### src/rtl/game_pkg.sv
// Shared encodings for the game controller: FSM state codes and RGB mux selects.
package game_pkg;

    typedef enum logic [1:0] {
        ST_IDLE = 2'd0,
        ST_PLAY = 2'd1,
        ST_HIT  = 2'd2,
        ST_OVER = 2'd3
    } game_state_t;

    localparam logic [1:0] RGB_BG   = 2'd0;
    localparam logic [1:0] RGB_OBJ  = 2'd1;
    localparam logic [1:0] RGB_OVER = 2'd2;

    localparam int CNT_W = 8;

    function automatic logic in_game(input game_state_t s);
        return (s == ST_PLAY) || (s == ST_HIT);
    endfunction

endpackage

### src/rtl/frame_counter.sv
// 8-bit frame_tick counter with synchronous clear, saturating at TC.
// done is high once TC is reached, including the cycle of the tick that reaches it.
module frame_counter
    import game_pkg::*;
#(
    parameter int unsigned TC = 60
) (
    input  logic             clk,
    input  logic             reset,
    input  logic             clear,
    input  logic             tick,
    output logic [CNT_W-1:0] count,
    output logic             done
);

    always_ff @(posedge clk or posedge reset) begin
        if (reset) begin
            count <= '0;
        end else if (clear) begin
            count <= '0;
        end else if (tick && (count != CNT_W'(TC))) begin
            count <= count + CNT_W'(1);
        end
    end

    assign done = (count == CNT_W'(TC)) || (tick && (count == CNT_W'(TC - 1)));

endmodule

### src/rtl/game_state_ctrl.sv
// Game flow controller: IDLE -> PLAY -> HIT (grace) / OVER (hold), lives and display selects.
// Optional score counter enabled by defining GAME_CTRL_SCORE_EN.
module game_state_ctrl
    import game_pkg::*;
#(
    parameter int unsigned LIVES_INIT       = 3,
    parameter int unsigned HIT_GRACE_FRAMES = 60,
    parameter int unsigned OVER_HOLD_FRAMES = 120
) (
    input  logic        clk,
    input  logic        reset,
    input  logic        frame_tick,
    input  logic        key_start,
    input  logic        collision,
    output logic [1:0]  game_state,
    output logic        game_en,
    output logic        game_over_object,
    output logic        object_reset,
    output logic        obj_visible,
    output logic [1:0]  lives,
    output logic [1:0]  rgb_sel
`ifdef GAME_CTRL_SCORE_EN
    ,
    output logic [15:0] score
`endif
);

    game_state_t      state, state_next;
    logic             key_prev, start_evt;
    logic             hit_evt, start_ok;
    logic [CNT_W-1:0] grace_count;
    logic [CNT_W-1:0] over_count_unused;
    logic             grace_done, over_done;

    // History resets to 1 so a key already held at reset release is not a start.
    always_ff @(posedge clk or posedge reset) begin
        if (reset) begin
            key_prev  <= 1'b1;
            start_evt <= 1'b0;
        end else begin
            key_prev  <= key_start;
            start_evt <= key_start & ~key_prev;
        end
    end

    assign hit_evt  = (state == ST_PLAY) && collision;
    assign start_ok = start_evt && ((state == ST_IDLE) || ((state == ST_OVER) && over_done));

    frame_counter #(.TC(HIT_GRACE_FRAMES)) u_grace (
        .clk   (clk),
        .reset (reset),
        .clear (hit_evt),
        .tick  ((state == ST_HIT) && frame_tick),
        .count (grace_count),
        .done  (grace_done)
    );

    frame_counter #(.TC(OVER_HOLD_FRAMES)) u_over (
        .clk   (clk),
        .reset (reset),
        .clear (hit_evt),
        .tick  ((state == ST_OVER) && frame_tick),
        .count (over_count_unused),
        .done  (over_done)
    );

    always_comb begin
        state_next = state;
        unique case (state)
            ST_IDLE: if (start_ok) state_next = ST_PLAY;
            ST_PLAY: if (collision) state_next = (lives > 2'd1) ? ST_HIT : ST_OVER;
            ST_HIT:  if (frame_tick && grace_done) state_next = ST_PLAY;
            ST_OVER: if (start_ok) state_next = ST_PLAY;
            default: state_next = ST_IDLE;
        endcase
    end

    always_ff @(posedge clk or posedge reset) begin
        if (reset) begin
            state        <= ST_IDLE;
            lives        <= 2'd0;
            object_reset <= 1'b0;
        end else begin
            state        <= state_next;
            object_reset <= start_ok;
            if (start_ok) begin
                lives <= 2'(LIVES_INIT);
            end else if (hit_evt) begin
                lives <= (lives > 2'd1) ? lives - 2'd1 : 2'd0;
            end
        end
    end

    always_comb begin
        game_en          = 1'b0;
        game_over_object = 1'b0;
        obj_visible      = 1'b0;
        rgb_sel          = RGB_BG;
        unique case (state)
            ST_PLAY: begin
                game_en     = 1'b1;
                obj_visible = 1'b1;
                rgb_sel     = RGB_OBJ;
            end
            ST_HIT: begin
                game_en     = 1'b1;
                obj_visible = grace_count[3];  // blinks with an 8-frame half period
                rgb_sel     = RGB_OBJ;
            end
            ST_OVER: begin
                game_over_object = 1'b1;
                obj_visible      = 1'b1;
                rgb_sel          = RGB_OVER;
            end
            default: ;
        endcase
    end

    assign game_state = state;

`ifdef GAME_CTRL_SCORE_EN
    always_ff @(posedge clk or posedge reset) begin
        if (reset) begin
            score <= 16'd0;
        end else if (start_ok) begin
            score <= 16'd0;
        end else if (frame_tick && in_game(state) && (score != 16'hFFFF)) begin
            score <= score + 16'd1;
        end
    end
`endif

endmodule

### config.mk
export PLATFORM = sky130hd
export DESIGN_NAME = game_state_ctrl
export DESIGN_NICKNAME = d
export VERILOG_FILES = /design/src/rtl/game_pkg.sv /design/src/rtl/frame_counter.sv /design/src/rtl/game_state_ctrl.sv
export SDC_FILE = /design/constraint.sdc
export NUM_CORES = 1
export LEC_CHECK = 0
export CELL_PAD_IN_SITES_DETAIL_PLACEMENT = 1
export CELL_PAD_IN_SITES_GLOBAL_PLACEMENT = 1
export CORE_MARGIN = 2
export CORE_UTILIZATION = 37
export CTS_CLUSTER_DIAMETER = 60
export DETAILED_ROUTE_END_ITERATION = 6
export DONT_BUFFER_PORTS = 1
export PLACE_DENSITY_LB_ADDON = 0.1
export SLEW_MARGIN = 20
export SYNTH_ARGS = -nofsm -noshare
export SYNTH_HDL_FRONTEND = slang
export SYNTH_SLANG_ARGS = --single-unit
### constraint.sdc
create_clock -name clk -period 4.2 [get_ports clk]
set_clock_uncertainty 0.1 [all_clocks]
set_input_delay 0.84 -clock clk [delete_from_list [all_inputs] [get_ports clk]]
set_output_delay 0.84 -clock clk [all_outputs]
set_load 0.02 [all_outputs]
==> flow_summary_export.csv <==
group,metric,value,unit
outcome,status,"complete, no violations",
worst_hold_path,worst_hold_path_type,"in2reg",
pwr,fin_total_pwr,0.7254,mW
global_routing,antenna_found_initial,0,
timing,fin_tns_setup,0,ns
worst_setup_path,reg2regPathDepth,6,
die,die_w,63.25,um
die,placement_rows,21,
worst_setup_path,crit-reg2reg-launch,"game_state[0]$_DFFE_PP0P_",
clocking,cts_buffer_depth,2,
global_routing,grt_max_degree,24,
clocking,numClockSinks,23,
worst_setup_path,crit_type,"reg2out",
timing,max_freq,362.7,MHz
routing,drtIter0Drc,36,
clocking,hold_buffers,0,
die,die_y,63.25,um
timing,drv_slew,0,
cells_and_area,n_antenna_cell,0,
logic_synthesis,synthMuxAreaShare,2.505,%
cells_and_area,areaGrowthSynthToFinish,4.335,%
cells_and_area,fin_nets,148,
timing,hold_viol,0,
logic_synthesis,syn_avg_cell_area,9.765,sq um
timing,worst_pin_slew,0.8565,ns
routing,detail_route.drc_violations,0,
worst_setup_path,r2r_end,"game_state[0]$_DFFE_PP0P_",
logic_synthesis,ys_types,32,
flow_run,maxCapViolations,0,
worst_hold_path,hold_path_depth,0,
logic_synthesis,synth_top_family_by_area,"simple AND/OR/NAND/NOR gates",
cells_and_area,final_cell_mix,"dfrtp_1 (22), nor2_1 (16), nand2_1 (13)",
cells_and_area,fillCellCount,422,
logic_synthesis,syn-num-nets,148,
routing,postRouteAntennaNets,0,
routing,avgViaCountPerCell,5.000,
global_routing,met1_usage,17.35,%
place,io_buffers,0,
routing,drt-total-wl,2555,um
global_routing,grt_overflow,0,
logic_synthesis,synthXorXnorAreaFrac,8.767,%
cells_and_area,drive_above_1_share,6.061,%
cells_and_area,layout_commonest_cell,"dfrtp_1",
global_routing,grt_pass1_wl,4436,um
clocking,cts_resized,0,
timing,period_minus_slack,2.757,ns
timing,finalCritPeriodShare,65.64,%
logic_synthesis,synth_seq_cells,23,
worst_setup_path,start_kind,"register",
pwr,leakage,0.6407,nW
logic_synthesis,synth_compound_area_share,7.418,%
logic_synthesis,seq_area_frac_synth,44.41,%
logic_synthesis,yosysWarnings,0,
global_routing,busiest_layer,"met2",
worst_setup_path,cp.required,3.26,ns
global_routing,grt.met3_usage,2.679,%
global_routing,grt_util_all_layers,14.04,%
die,dieArea,0.004000,sq mm
clocking,htree_levels,1,
routing,wl_per_cell,14.35,um
worst_setup_path,cp_max_fo,6,
global_routing,grt_pass1_vias,939,
die,core,0.003363,sq mm
clocking,clk_pin_slew_worst_paths,0.13,ns
clocking,clockRootBuffer,"clkbuf_4",
place,place.gp.congestion,0.7359,
worst_setup_path,cp.arrival,1.82,ns
timing,final-setup-viol-count,0,
die,initial_core_util,38.62,%
place,post-dp-hpwl,1930,um
die,pin_count,15,
timing,max_slew_margin,42.83,%
logic_synthesis,synth-simple-area-share,21.97,%
timing,rsz0062_at_grt,"no",
routing,dr.pass1.iters,4,
worst_setup_path,worst-r2r-setup-slack,1.89,ns
worst_setup_path,cp-end-kind,"output port",
pwr,peakVddDrop,0.2822,mV
pwr,power_density,535.4,mW/mm^2
logic_synthesis,synthesis.area,0.001299,sq mm
clocking,tritoncts,"yes",
clocking,numCtsBuffers,3,
logic_synthesis,synth_fa_ha_area_share,9.634,%
routing,route.vias.total,890,
clocking,worstSkewPairLatency,0.31,ns
worst_hold_path,min_from,"key_start",
global_routing,use_met2,24.87,%
worst_hold_path,holdPathEnd,"key_prev$_DFF_PP1_",
logic_synthesis,syn_inst,133,
clocking,cts_setup_buffers,0,
kinds of logic after synthesis:
logic type | after synthesis
simple gates | 55
flops | 23
fa+ha+maj | 10
buf+inv | 16
xor+xnor | 13
compound gates | 13
mux | 3
per-layer routing:
layer	share of wire [%]	vias up
li1	-	439
met1	48	446
met2	50	3
met3	1.3	2
met4	0.67	0
met5	0	-
cells in the mapped netlist (all sizes together):
| library cell | number | share of area [%] |
|---|---|---|
| dfrtp | 22 | 42 |
| and4bb | 1 | 1.3 |
| nand2 | 13 | 3.8 |
| nor2 | 16 | 4.6 |
| and4 | 2 | 1.3 |
| xor2 | 10 | 6.7 |
| and3 | 3 | 1.4 |
| dfstp | 1 | 2.0 |
| nand4b | 2 | 1.3 |
| nor3 | 1 | 0.38 |
| nand2b | 1 | 0.48 |
| nand4 | 5 | 2.4 |
| nand3 | 5 | 1.9 |
| o2111ai | 1 | 0.67 |
| nand3b | 1 | 0.58 |
| a41oi | 1 | 2.1 |
| and2 | 3 | 1.4 |
| mux2 | 2 | 1.7 |
| or2 | 1 | 0.48 |
| clkbuf | 2 | 0.58 |
| inv | 11 | 3.2 |
| a31oi | 1 | 0.48 |
| o22ai | 1 | 0.48 |
| o21ai | 4 | 1.5 |
| xnor2 | 3 | 2.0 |
| mux2i | 1 | 0.77 |
| ha | 10 | 9.6 |
| a21oi | 4 | 1.5 |
| buf | 3 | 1.5 |
| o211ai | 1 | 0.58 |
| nor2b | 1 | 0.48 |
layout make-up:
cell class / count / area [sq um] / share of cell area (%)
Sequential cell: 23 / 576.8 / 42.57
Clock buffer: 4 / 26.28 / 1.939
Inverter: 11 / 41.29 / 3.047
Tap cell: 46 / 57.56 / 4.247
Multi-Input combinational cell: 94 / 653.1 / 48.20
through the flow:
step	util, %	cell area [sq um]	worst slack (ns)	hold WS (ns)	instances
2_1_floorplan	-	1299	1.917	0.3637	133
6_report	40.29	1355	1.443	0.4088	178
3_5_place_dp	39.51	1329	1.770	0.3815	174
4_1_cts	40.29	1355	1.410	0.4021	178
5_1_grt	40.29	1355	1.338	0.3777	178
3_3_place_gp	39.51	1329	1.844	0.3792	174
power breakdown:
group | internal (mW) | switching, mW
clock network | 0.0370 | 0.0672
logic | 0.0967 | 0.211
registers | 0.253 | 0.0605
how the worst max path moves through the flow:
stage	start	end	slack (ns)
final	game_state[0]$_DFFE_PP0P_	obj_visible	1.44
after global routing	game_state[0]$_DFFE_PP0P_	obj_visible	1.34
after CTS	game_state[0]$_DFFE_PP0P_	obj_visible	1.41
after detailed placement	game_state[0]$_DFFE_PP0P_	obj_visible	1.77
after global placement	game_state[0]$_DFFE_PP0P_	obj_visible	1.84
after floorplan	game_state[0]$_DFFE_PP0P_	obj_visible	1.92
critical path, stage by stage, from the launching register on:
cell     delay (ns)
dfrtp_1        0.56
ha_1           0.38
inv_1          0.11
a31oi_1        0.46
registers in the layout, indices dropped and copies added (netlist names):
signal	count
object_reset	1
key_prev	1
u_over.count	8
game_state	2
start_evt	1
u_grace.count	8
lives	2
No activity file was read; power rests on OpenSTA's default activity.
